--- src/rtl/fetch_pkg.sv ---
// Shared types and constants for the 16-bit instruction fetch sequencer.
package fetch_pkg;

  localparam int XLEN_DEF = 16;
  localparam logic [XLEN_DEF-1:0] NOP_INSTR = 16'h0000;

  typedef enum logic [1:0] {
    IDLE = 2'd0,
    REQ  = 2'd1,
    KILL = 2'd2,
    HOLD = 2'd3
  } fetch_state_t;

endpackage

--- src/rtl/fetch_if.sv ---
// Instruction memory req/ack port; the fetch controller is the master.
interface fetch_if
  import fetch_pkg::*;
#(
  parameter int XLEN = XLEN_DEF
) ();

  logic            imem_req;
  logic [XLEN-1:0] imem_addr;
  logic            imem_ack;
  logic [XLEN-1:0] imem_rdata;

  modport master (output imem_req, output imem_addr, input imem_ack, input imem_rdata);
  modport slave  (input imem_req, input imem_addr, output imem_ack, output imem_rdata);

endinterface

--- src/rtl/imem_wait_counter.sv ---
// Saturating count of unanswered request cycles; pulses o_timeout on the
// cycle the count reaches MAX_WAIT.
module imem_wait_counter #(
  parameter int MAX_WAIT = 15
) (
  input  logic clk,
  input  logic rst,
  input  logic i_clr,
  input  logic i_en,
  output logic o_timeout
);

  localparam int CW = $clog2(MAX_WAIT + 1);

  logic [CW-1:0] r_cnt;

  // Wait-cycle counter register
  always_ff @(posedge clk) begin
    if (rst) begin
      r_cnt <= {CW{1'b0}};
    end else if (i_clr) begin
      r_cnt <= {CW{1'b0}};
    end else if (i_en && (r_cnt != CW'(MAX_WAIT))) begin
      r_cnt <= r_cnt + CW'(1);
    end else begin
      r_cnt <= r_cnt;
    end
  end

  assign o_timeout = i_en && !i_clr && (r_cnt == CW'(MAX_WAIT - 1));

endmodule

--- src/rtl/fetch_ctrl.sv ---
// Fetch-stage sequencer: owns the PC, runs imem req/ack, loads IF/ID and
// squashes responses that belong to redirected fetches.
module fetch_ctrl
  import fetch_pkg::*;
#(
  parameter int              XLEN     = XLEN_DEF,
  parameter logic [XLEN-1:0] RESET_PC = {XLEN{1'b0}},
  parameter int              MAX_WAIT = 15
) (
  input  logic            clk,
  input  logic            rst,
  input  logic            StallD,
  input  logic            PCSrcE,
  input  logic [XLEN-1:0] PCTargetE,
  fetch_if.master         imem,
  output logic [XLEN-1:0] PCF,
  output logic [XLEN-1:0] InstrD,
  output logic [XLEN-1:0] PCPlus2D,
  output logic            ValidD,
  output logic            fetch_err
);

  localparam logic [XLEN-1:0] NOP = XLEN'(NOP_INSTR);

  fetch_state_t    r_state, w_state_nxt;
  logic [XLEN-1:0] r_pcf, w_pcf_nxt;
  logic [XLEN-1:0] r_req_addr, w_req_addr_nxt;
  logic [XLEN-1:0] r_instr_d, w_instr_nxt;
  logic [XLEN-1:0] r_pcplus2_d, w_pcplus2_nxt;
  logic            r_valid_d, w_valid_nxt;
  logic [XLEN-1:0] r_hold, w_hold_nxt;
  logic            r_fetch_err;
  logic [XLEN-1:0] w_target;
  logic [XLEN-1:0] w_addr_plus2;
  logic            w_req;
  logic            w_timeout;

  assign w_target     = PCTargetE & ~{{(XLEN-1){1'b0}}, 1'b1};
  assign w_addr_plus2 = r_req_addr + XLEN'(2);
  assign w_req        = (r_state == REQ) || (r_state == KILL);

  imem_wait_counter #(.MAX_WAIT(MAX_WAIT)) u_wait (
    .clk       (clk),
    .rst       (rst),
    .i_clr     (w_req && imem.imem_ack),
    .i_en      (w_req && !imem.imem_ack),
    .o_timeout (w_timeout)
  );

  // Next-state and next-register values; flush outranks stall outranks advance
  always_comb begin
    w_state_nxt    = r_state;
    w_pcf_nxt      = r_pcf;
    w_req_addr_nxt = r_req_addr;
    w_instr_nxt    = r_instr_d;
    w_pcplus2_nxt  = r_pcplus2_d;
    w_valid_nxt    = r_valid_d;
    w_hold_nxt     = r_hold;
    case (r_state)
      IDLE: begin
        w_req_addr_nxt = r_pcf;
        w_state_nxt    = REQ;
      end
      REQ: begin
        if (imem.imem_ack) begin
          if (PCSrcE) begin
            w_pcf_nxt      = w_target;
            w_req_addr_nxt = w_target;
            w_valid_nxt    = 1'b0;
            w_instr_nxt    = NOP;
          end else if (StallD) begin
            w_hold_nxt  = imem.imem_rdata;
            w_pcf_nxt   = w_addr_plus2;
            w_state_nxt = HOLD;
          end else begin
            w_instr_nxt    = imem.imem_rdata;
            w_pcplus2_nxt  = w_addr_plus2;
            w_valid_nxt    = 1'b1;
            w_pcf_nxt      = w_addr_plus2;
            w_req_addr_nxt = w_addr_plus2;
          end
        end else begin
          if (PCSrcE) begin
            w_pcf_nxt   = w_target;
            w_valid_nxt = 1'b0;
            w_instr_nxt = NOP;
            w_state_nxt = KILL;
          end else if (!StallD) begin
            w_valid_nxt = 1'b0;
            w_instr_nxt = NOP;
          end else begin
            w_valid_nxt = r_valid_d;
          end
        end
      end
      KILL: begin
        // The old address stays on the bus until its response drains
        if (PCSrcE) begin
          w_pcf_nxt = w_target;
        end else begin
          w_pcf_nxt = r_pcf;
        end
        if (imem.imem_ack) begin
          w_req_addr_nxt = PCSrcE ? w_target : r_pcf;
          w_state_nxt    = REQ;
        end else begin
          w_state_nxt = KILL;
        end
      end
      HOLD: begin
        if (PCSrcE) begin
          w_valid_nxt    = 1'b0;
          w_instr_nxt    = NOP;
          w_pcf_nxt      = w_target;
          w_req_addr_nxt = w_target;
          w_state_nxt    = REQ;
        end else if (!StallD) begin
          w_instr_nxt    = r_hold;
          w_pcplus2_nxt  = r_pcf;
          w_valid_nxt    = 1'b1;
          w_req_addr_nxt = r_pcf;
          w_state_nxt    = REQ;
        end else begin
          w_state_nxt = HOLD;
        end
      end
      default: begin
        w_state_nxt = IDLE;
      end
    endcase
  end

  // State and datapath registers
  always_ff @(posedge clk) begin
    if (rst) begin
      r_state     <= IDLE;
      r_pcf       <= RESET_PC;
      r_req_addr  <= RESET_PC;
      r_instr_d   <= NOP;
      r_pcplus2_d <= {XLEN{1'b0}};
      r_valid_d   <= 1'b0;
      r_hold      <= NOP;
      r_fetch_err <= 1'b0;
    end else begin
      r_state     <= w_state_nxt;
      r_pcf       <= w_pcf_nxt;
      r_req_addr  <= w_req_addr_nxt;
      r_instr_d   <= w_instr_nxt;
      r_pcplus2_d <= w_pcplus2_nxt;
      r_valid_d   <= w_valid_nxt;
      r_hold      <= w_hold_nxt;
      r_fetch_err <= r_fetch_err | w_timeout;
    end
  end

  assign imem.imem_req  = w_req;
  assign imem.imem_addr = r_req_addr;
  assign PCF            = r_pcf;
  assign InstrD         = r_instr_d;
  assign PCPlus2D       = r_pcplus2_d;
  assign ValidD         = r_valid_d;
  assign fetch_err      = r_fetch_err;

endmodule
--- src/flat_wrapper.sv ---
// flat-port wrapper written by rule: the top's interface ports become plain ports
module fetch_ctrl_flat import fetch_pkg::*;
#(
  parameter int              XLEN     = XLEN_DEF,
  parameter logic [XLEN-1:0] RESET_PC = {XLEN{1'b0}},
  parameter int              MAX_WAIT = 15
)
  (clk, rst, StallD, PCSrcE, PCTargetE, PCF, InstrD, PCPlus2D, ValidD, fetch_err, imem_imem_req, imem_imem_addr, imem_imem_ack, imem_imem_rdata);
  fetch_if #(.XLEN(XLEN)) imem_i ();
  input  logic clk;
  input  logic rst;
  input  logic StallD;
  input  logic PCSrcE;
  input  logic [XLEN-1:0] PCTargetE;
  output logic [XLEN-1:0] PCF;
  output logic [XLEN-1:0] InstrD;
  output logic [XLEN-1:0] PCPlus2D;
  output logic ValidD;
  output logic fetch_err;
  output wire logic [$bits(imem_i.imem_req)-1:0] imem_imem_req;
  output wire logic [$bits(imem_i.imem_addr)-1:0] imem_imem_addr;
  input wire logic [$bits(imem_i.imem_ack)-1:0] imem_imem_ack;
  input wire logic [$bits(imem_i.imem_rdata)-1:0] imem_imem_rdata;
  assign imem_imem_req = imem_i.imem_req;
  assign imem_imem_addr = imem_i.imem_addr;
  assign imem_i.imem_ack = imem_imem_ack;
  assign imem_i.imem_rdata = imem_imem_rdata;
  fetch_ctrl #(.XLEN(XLEN), .RESET_PC(RESET_PC), .MAX_WAIT(MAX_WAIT)) u_core (.clk(clk), .rst(rst), .StallD(StallD), .PCSrcE(PCSrcE), .PCTargetE(PCTargetE), .imem(imem_i), .PCF(PCF), .InstrD(InstrD), .PCPlus2D(PCPlus2D), .ValidD(ValidD), .fetch_err(fetch_err));
endmodule
--- config.mk ---
export PLATFORM = sky130hd
export DESIGN_NAME = fetch_ctrl_flat
export DESIGN_NICKNAME = d
export VERILOG_FILES = /design/src/rtl/fetch_pkg.sv /design/src/rtl/fetch_if.sv /design/src/rtl/imem_wait_counter.sv /design/src/rtl/fetch_ctrl.sv /design/src/flat_wrapper.sv
export SDC_FILE = /design/constraint.sdc
export NUM_CORES = 1
export LEC_CHECK = 0
export CORE_MARGIN = 2
export CORE_UTILIZATION = 51
export DETAILED_ROUTE_END_ITERATION = 8
export HOLD_SLACK_MARGIN = 0.12
export PLACE_DENSITY = 0.81
export SETUP_SLACK_MARGIN = 0.02
export SLEW_MARGIN = 15
export SYNTH_ARGS = -nofsm -noshare
export SYNTH_HDL_FRONTEND = slang
export SYNTH_SLANG_ARGS = --single-unit
export TNS_END_PERCENT = 100
--- constraint.sdc ---
create_clock -name clk -period 2.59 [get_ports clk]
set_clock_uncertainty 0.1 [all_clocks]
set_input_delay 0.6475 -clock clk [delete_from_list [all_inputs] [get_ports clk]]
set_output_delay 0.6475 -clock clk [all_outputs]
set_load 0.03 [all_outputs]
==> run summary, run 1 <==
• **initial antenna violation count** 0
• **Final setup viols** 0
• **global route total overflow** 0
• **unrepaired setup endpoints after global routing** false
• **Post-synth top flop** sky130_fd_sc_hd__dfxtp_1
• **final estimated routing congestion in global placement** 0.890
• **static power due to leakage** 0.00214 uW
• **post-synthesis instance area** 4590 um2
• **standard cell core area** 8720 um2
• **crit path capture type** flip-flop
• **number of clock buffers inserted by TritonCTS** 9
• **via count of the first global-routing pass** 4723
• **root buffer cell** sky130_fd_sc_hd__clkbuf_8
• **Period minus WS final** 2.39 ns
• **WL met2** 6620 um
• **worst setup margin** 0.197 ns
• **number of enable flip-flop cells after synthesis** 0
• **synthesis-stage register bit count** 88
• **post-synthesis net count** 611
• **Min-Delay Path Class** reg2reg
• **cells after synthesis** 567
• **fin. max-slew vios** 0
• **half-perimeter wire length after placement** 9670 um
• **register area share after synthesis** 38.4%
• **post-detailed-route count of antenna-violating nets** 0
• **first-pass GRT wire length** 22200 um
• **number of cells in the design after placement** 771
• **maximum clock path buffer count** 2
• **via count of the routed design** 4790
• **worst slack on hold paths** 0.355 ns
• **Worst Setup Slack post-DPL** -0.0580 ns
• **status** finished clean
• **post-synthesis async set-or-reset flop share** 0%
• **power density normalized to cell area** 1050 nW/um2
• **TritonCTS clock tree** built
• **DIE WIDTH** 98.9 um
• **overall routed net length** 13700 um
• **Setup CP Type** reg2reg
• **clock latency on the worst-skew pair** 0.37 ns
• **total iterations of the first detailed-routing run** 5
• **number of max-capacitance violations reported** 0
• **number of placement rows** 34
• **met3 wirelength from detailed routing** 1060 um
• **# DRC** 0
• **critical path data required time** 2.73 ns
• **wire length per cell after detailed routing** 17.4 um
• **Max VDD drop** 574 uV
• **mean cell area of the mapped netlist** 8.10 um2
• **diode insertion count for antenna repair** 0
• **Slew headroom** 57.0%
• **post-synth cell types** 61
• **ratio of routed vias to standard cells** 6.09
• **maximum fanout count along the critical path** 13
• **fraction of final layout cells with drive strength greater than 1** 13.1%
• **Port Buffers** 102
• **detailed-route wire length on metal 1** 5570 um
• **die area** 9780 um2
• **transition time of the tightest slew-check pin** 0.643 ns
• **count of clock tree sinks** 88
• **drt initial violations** 421
• **# hold bufs at CTS** 0
• **count of placed standard cells in the final layout, fillers left out** 787
• **all-layer global routing usage** 27.7%
• **total I/O pin count** 104
• **H-tree level count** 3
• **initial core utilization** 52.6%
• **pin count of the biggest net entering global routing** 44
• **net count of the finished layout** 718
• **area delta synth->final** 31.6%
• **highest metal layer used by the detailed router** met4
• **data arrival time of the critical path** 2.53 ns
• **hold violation total from the final report** 0
• **clock edge transition at the registers on the reported setup and hold paths** 0.10 ns
• **Peak Freq** 0.418 GHz
• **vertical die dimension** 98.9 um
• **Yosys warning count** 0
• **layout filler cell count** 717
• **Final period util** 92.4%
• **CP startpoint kind** flip-flop
## synthesized netlist by cell type, types with 5 or more instances
cell                        instances  area share [%]
sky130_fd_sc_hd__dfxtp_1           88              38
sky130_fd_sc_hd__nor2_1            75             6.1
sky130_fd_sc_hd__nand2_1           73             6.0
sky130_fd_sc_hd__a21oi_1           56             6.1
sky130_fd_sc_hd__clkbuf_1          25             2.0
sky130_fd_sc_hd__a22oi_1           19             3.1
sky130_fd_sc_hd__o21ai_0           19             2.1
sky130_fd_sc_hd__inv_1             18             1.5
sky130_fd_sc_hd__mux2_2            16             3.9
sky130_fd_sc_hd__a211oi_1          15             2.5
sky130_fd_sc_hd__buf_2             13             1.4
sky130_fd_sc_hd__nand3_1           11             1.2
sky130_fd_sc_hd__o211ai_1          11             1.8
sky130_fd_sc_hd__nand2b_1           9             1.2
sky130_fd_sc_hd__xnor2_1            8             1.5
sky130_fd_sc_hd__xor2_1             8             1.5
sky130_fd_sc_hd__a31oi_1            7            0.95
sky130_fd_sc_hd__ha_1               7             1.9
sky130_fd_sc_hd__nor3_1             6            0.65
sky130_fd_sc_hd__a2111oi_0          5            0.95
sky130_fd_sc_hd__mux2i_1            5             1.1
sky130_fd_sc_hd__o22ai_1            5            0.68
sky130_fd_sc_hd__or3_1              5            0.68
## cells by family (layout without fill, tap and decap cells)
family | count (synthesis) | count (layout) | synth area share, %
AO/OA/AOI/OAI | 170 | 170 | 24.8
flip-flops | 88 | 88 | 38.4
multiplexers | 21 | 21 | 5.01
AND/OR/NAND/NOR | 205 | 205 | 21.3
adder cells (fa/ha/maj) | 7 | 7 | 1.91
XOR/XNOR | 16 | 16 | 3.05
buffers and inverters | 60 | 172 | 5.51
## cell usage in the layout (no fill, tap or decap), types with 16 or more instances in the layout
cell	count
sky130_fd_sc_hd__a22oi_1	19
sky130_fd_sc_hd__clkdlybuf4s50_1	100
sky130_fd_sc_hd__nand2_1	73
sky130_fd_sc_hd__buf_4	34
sky130_fd_sc_hd__mux2_2	16
sky130_fd_sc_hd__nor2_1	75
sky130_fd_sc_hd__o21ai_0	19
sky130_fd_sc_hd__dfxtp_1	88
sky130_fd_sc_hd__a21oi_1	56
sky130_fd_sc_hd__inv_1	18
## critical path: stages (launching register included)
cell                       delay [ns]
sky130_fd_sc_hd__dfxtp_1         0.40
sky130_fd_sc_hd__inv_1           0.10
sky130_fd_sc_hd__ha_1            0.34
sky130_fd_sc_hd__or3_1           0.67
sky130_fd_sc_hd__nand2_1         0.17
sky130_fd_sc_hd__a21oi_1         0.10
sky130_fd_sc_hd__a221oi_1        0.28
sky130_fd_sc_hd__a211oi_1        0.11
## worst paths after layout
kind,start,to,slack (ns),cells past startpoint
worst max-delay path,u_core.r_state[1],u_core.imem.imem_addr[7],0.20,7
worst min-delay path,u_core.PCPlus2D[9],u_core.PCPlus2D[9],0.35,2
worst max register to register,u_core.r_state[1],u_core.imem.imem_addr[7],0.20,7
worst min register to register,u_core.PCPlus2D[9],u_core.PCPlus2D[9],0.35,2
## cell type report
type / count / area [um2] / share of cell area, %
multi-input cells: 419 / 2580 / 42.8
flip-flops and latches: 88 / 1760 / 29.2
repair buffers: 137 / 1290 / 21.4
well taps: 108 / 135 / 2.24
clock buffers: 9 / 124 / 2.05
clock inverters: 7 / 75.1 / 1.24
inverters: 19 / 71.3 / 1.18
## stage by stage
| step | utilization, % | cell area (um2) | total power (uW) | TNS [ns] |
|---|---|---|---|---|
| detailed placement | 66.9 | 5840 | 5370 | -0.513 |
| CTS | 69.2 | 6040 | 6320 | 0 |
| global route | 69.3 | 6040 | 6700 | 0 |
| finish | 69.3 | 6040 | 6360 | 0 |
| global placement | 66.9 | 5840 | 5270 | -0.301 |
| floorplan | - | 4590 | 4120 | 0 |
## what timing repair did
item / 4_1_cts / 5_1_grt
gates resized for setup: 1 / 1
setup endpoints to repair: 1 / 13
buffers inserted: 0 / 0
endpoints found under the hold margin: 0 / 0
## metal layers
metal | up-vias | GRT usage (%)
li1 | 2237 | -
met1 | 2286 | 34.6
met2 | 228 | 46.0
met3 | 39 | 5.18
met4 | 0 | 13.2
met5 | - | 0
## flip-flops by register name, indices dropped and copies added, names as in the netlist
name	flops
u_core.r_state	2
u_core.fetch_err	1
u_core.PCPlus2D	16
u_core.u_wait.r_cnt	4
u_core.imem.imem_addr	16
u_core.r_hold	16
u_core.PCF	16
u_core.InstrD	16
u_core.ValidD	1
## where the power goes
part	switching, uW	internal (uW)
logic	2050	1350
clock network	584	382
registers	364	1630
(Power assumes the default switching activity.)
==> run 2: changes to the inputs <==
CTS_CLUSTER_SIZE = 20   (was not set)
PLACE_DENSITY = 0.8   (was 0.81)
SYNTH_HIERARCHICAL = 1   (was not set)
==> run 2 against run 1 <==
Compared with the run above:
- sequential share of layout area shrank 1.2 points
- maximum frequency shrank 0.95%
- clock power grew 7%
- critical path depth shrank 5
- global-route usage grew 2.2 points
- power shrank 18%
==> run summary, run 2 <==
• **global route total overflow** 0, unchanged
• **Critical Path, Cell by Cell** buf_4 > clkdlybuf4s50_1, was inv_1 > ha_1 > or3_1 > nand2_1 > a21oi_1 > a221oi_1 > a211oi_1
• **drt initial violations** 331, was 421
• **post-synthesis instance area** 4740 um2, was 4590 um2
• **worst slack on hold paths** 0.357 ns, was 0.355 ns
• **unrepaired setup endpoints after global routing** false, unchanged
• **ratio of routed vias to standard cells** 6.28, was 6.09
• **Port Buffers** 102, unchanged
• **area leader, netlist** sky130_fd_sc_hd__dfxtp_1, unchanged
• **delay of the slowest critical-path stage** 0.66 ns, was 0.67 ns
• **register area share after synthesis** 37.2%, was 38.4%
• **standard cell core area** 9110 um2, was 8720 um2
• **top library cells by usage in the layout, fill and taps aside** 100 x sky130_fd_sc_hd__clkdlybuf4s50_1, 88 x sky130_fd_sc_hd__dfxtp_1, 63 x sky130_fd_sc_hd__nand2_1, 60 x sky130_fd_sc_hd__nor2_1, 51 x sky130_fd_sc_hd__a21oi_1, was 100 x sky130_fd_sc_hd__clkdlybuf4s50_1, 88 x sky130_fd_sc_hd__dfxtp_1, 75 x sky130_fd_sc_hd__nor2_1, 73 x sky130_fd_sc_hd__nand2_1, 56 x sky130_fd_sc_hd__a21oi_1
• **Slew headroom** 32.6%, was 57.0%
• **first-pass GRT wire length** 23900 um, was 22200 um
• **power density normalized to cell area** 823 nW/um2, was 1050 nW/um2
• **final estimated routing congestion in global placement** 0.979, was 0.890
• **transition time of the tightest slew-check pin** 1.00 ns, was 0.643 ns
• **# hold bufs at CTS** 0, unchanged
• **logic depth of the worst register-to-register path** 6, was 7
• **via count of the routed design** 5121, was 4790
• **Peak Freq** 0.414 GHz, was 0.418 GHz
• **net count of the finished layout** 744, was 718
• **fraction of the core area covered by cells at the end of the flow** 69.3%, about the same
• **TritonCTS clock tree** built, unchanged
• **initial antenna violation count** 0, unchanged
• **most common library cell in the layout ignoring fill and taps** sky130_fd_sc_hd__clkdlybuf4s50_1, unchanged
• **clock edge transition at the registers on the reported setup and hold paths** 0.10 ns, about the same
• **area delta synth->final** 33.3%, was 31.6%
• **worst setup margin** 0.174 ns, was 0.197 ns
• **synthesis-stage register bit count** 88, unchanged
• **die area** 10100 um2, was 9780 um2
• **fraction of final layout cells with drive strength greater than 1** 13.6%, was 13.1%
• **commonest cells in the netlist** 88 x sky130_fd_sc_hd__dfxtp_1, 63 x sky130_fd_sc_hd__nand2_1, 61 x sky130_fd_sc_hd__nor2_1, 51 x sky130_fd_sc_hd__a21oi_1, 36 x sky130_fd_sc_hd__clkbuf_1, was 88 x sky130_fd_sc_hd__dfxtp_1, 75 x sky130_fd_sc_hd__nor2_1, 73 x sky130_fd_sc_hd__nand2_1, 56 x sky130_fd_sc_hd__a21oi_1, 25 x sky130_fd_sc_hd__clkbuf_1
• **count of clock tree sinks** 88, unchanged
• **crit path capture type** output port, was flip-flop
• **most numerous cell in the Yosys netlist** sky130_fd_sc_hd__dfxtp_1, unchanged
• **layout filler cell count** 770, was 717
• **via count of the first global-routing pass** 4764, was 4723
• **number of cells on the critical path** 2, was 7
• **Worst Setup Slack post-DPL** -0.190 ns, was -0.0580 ns
• **post-synthesis net count** 635, was 611
• **total iterations of the first detailed-routing run** 6, was 5
• **Final period util** 93.3%, was 92.4%
• **vertical die dimension** 100 um, was 98.9 um
• **fraction of synthesized cell area taken by the top area cell type** 37.2%, was 38.4%
• **critical path data required time** 1.84 ns, was 2.73 ns
• **maximum clock path buffer count** 2, unchanged
• **hold violation total from the final report** 0, unchanged
• **setup slack, reg-to-reg** 0.21 ns, was 0.20 ns
• **initial core utilization** 52.0%, was 52.6%
• **post-synth cell types** 66, was 61
• **half-perimeter wire length after placement** 10700 um, was 9670 um
• **root buffer cell** sky130_fd_sc_hd__clkbuf_8, unchanged
• **maximum fanout count along the critical path** 5, was 13
• **data arrival time of the critical path** 1.67 ns, was 2.53 ns
• **Max VDD drop** 416 uV, was 574 uV
• **total placed instance area** 6100 um2, was 5840 um2
• **all-layer global routing usage** 29.9%, was 27.7%
• **number of max-capacitance violations reported** 0, unchanged
• **total I/O pin count** 104, unchanged
• **count of instances resized after the clock tree is built** 1, unchanged
• **number of enable flip-flop cells after synthesis** 0, unchanged
• **area occupied by registers** 1760 um2, unchanged
• **mean cell area of the mapped netlist** 8.01 um2, was 8.10 um2
• **status** finished clean, unchanged
• **Setup CP Type** reg2out, was reg2reg
• **DIE WIDTH** 100 um, was 98.9 um
• **Final setup viols** 0, unchanged
• **diode insertion count for antenna repair** 0, unchanged
• **post-detailed-route count of antenna-violating nets** 0, unchanged
• **overall routed net length** 15100 um, was 13700 um
• **pin count of the biggest net entering global routing** 51, was 44
• **hold-critical path depth** 2, unchanged
• **cell with the largest stage delay on the worst path** sky130_fd_sc_hd__clkdlybuf4s50_1, was sky130_fd_sc_hd__or3_1
• **Crit path buffers/inverters** 2, was 1
• **area of the multi-input gates** 2730 um2, was 2580 um2
• **Setup TNS** 0 ns, unchanged
• **Min-Delay Path Class** reg2reg, unchanged
• **clock latency on the worst-skew pair** 0.38 ns, was 0.37 ns
• **Yosys warning count** 6, was 0
• **H-tree level count** 3, unchanged
• **number of placement rows** 35, was 34
• **Period minus WS final** 2.42 ns, was 2.39 ns
• **static power due to leakage** 0.00219 uW, was 0.00214 uW
• **Area contributors post-synth** sky130_fd_sc_hd__dfxtp_1 37%, sky130_fd_sc_hd__a21oi_1 5.4%, sky130_fd_sc_hd__nand2_1 5.0%, sky130_fd_sc_hd__nor2_1 4.8%, sky130_fd_sc_hd__mux2_2 3.6%, was sky130_fd_sc_hd__dfxtp_1 38%, sky130_fd_sc_hd__nor2_1 6.1%, sky130_fd_sc_hd__a21oi_1 6.1%, sky130_fd_sc_hd__nand2_1 6.0%, sky130_fd_sc_hd__mux2_2 3.9%
• **post-synthesis async set-or-reset flop share** 0%, unchanged
• **wire length per cell after detailed routing** 18.5 um, was 17.4 um
• **# DRC** 0, unchanged
• **cells after synthesis** 591, was 567
• **cell area after layout** 6310 um2, was 6040 um2
• **Crit path max-delay family** buffers and inverters, was simple AND/OR/NAND/NOR gates
• **fin. max-slew vios** 0, unchanged
• **number of clock buffers inserted by TritonCTS** 9, unchanged
• **buffers inserted during post-CTS setup optimization** 0, unchanged
• **Post-synth top flop** sky130_fd_sc_hd__dfxtp_1, unchanged
• **CP startpoint kind** flip-flop, unchanged
[run 2: cell types whose count changed in the layout (fill, tap and decap cells not counted), moves of 6 or more]
cell	before	now
sky130_fd_sc_hd__buf_4	34	42
sky130_fd_sc_hd__nand2_1	73	63
sky130_fd_sc_hd__nand2b_1	9	17
sky130_fd_sc_hd__nor2_1	75	60
sky130_fd_sc_hd__nor3_1	6	12
sky130_fd_sc_hd__nor4_1	0	9
sky130_fd_sc_hd__o21ai_0	19	26
sky130_fd_sc_hd__xor2_1	8	2
[run 2: through the flow]
stage                     instances  total power [uW]
after floorplan                 591              3200
after global placement          800              4080
after detailed placement        800              4150
after CTS                       816              5160
after global routing            816              5440
final                           816              5200
[run 2: report_power, final]
| part | switching (uW) | internal, uW | total [uW] | leakage (uW) |
|---|---|---|---|---|
| combinational | 1370 | 964 | 2340 | 0.00137 |
| sequential | 285 | 1540 | 1830 | 0.000716 |
| clock | 567 | 466 | 1030 | 0.000100 |
| total | 2230 | 2970 | 5200 | 0.00219 |
[run 2: cells by family after synthesis]
logic type | after synthesis | share of synthesized area [%]
flip-flops | 88 | 37.2
AND/OR/NAND/NOR | 218 | 22.7
AO/OA/AOI/OAI | 182 | 26.2
buffers and inverters | 66 | 5.44
XOR/XNOR | 5 | 0.925
adder cells (fa/ha/maj) | 7 | 1.85
multiplexers | 25 | 5.68
[run 2: routing by layer]
metal  GRT usage [%]  vias up  share of wire [%]
met4            11.7        0                3.2
met1            38.3     2401                 40
met2            50.3      282                 48
met5               0        -                  0
met3            4.94       48                8.8
li1                -     2390                  -
[run 2: path summary, 6_finish.rpt]
check | endpoint | from
max reg2reg | u_core/imem.imem_addr[8] | u_core/r_state[0]
min | u_core/PCPlus2D[3] | u_core/PCPlus2D[3]
min reg2reg | u_core/PCPlus2D[3] | u_core/PCPlus2D[3]
max | imem_imem_addr[1] | u_core/imem.imem_addr[1]
[run 2: layout make-up]
type,count,share of cell area (%)
clock buffers,9,1.96
clock inverters,7,1.35
inverters,16,0.952
multi-input cells,437,43.3
flip-flops and latches,88,27.9
well taps,111,2.20
repair buffers,148,22.3
[run 2: worst min-delay path: stages, from the launching register on]
cell                      delay, ns
sky130_fd_sc_hd__dfxtp_1       0.32
sky130_fd_sc_hd__nand2_1       0.05
sky130_fd_sc_hd__a21oi_1       0.05
==> run 3: changes to the inputs <==
CTS_CLUSTER_DIAMETER = 80   (was not set)
SETUP_SLACK_MARGIN = not set   (was 0.02)
==> results of run 3 <==
No change in the layout: final DEF, timing and power equal those of run 2.
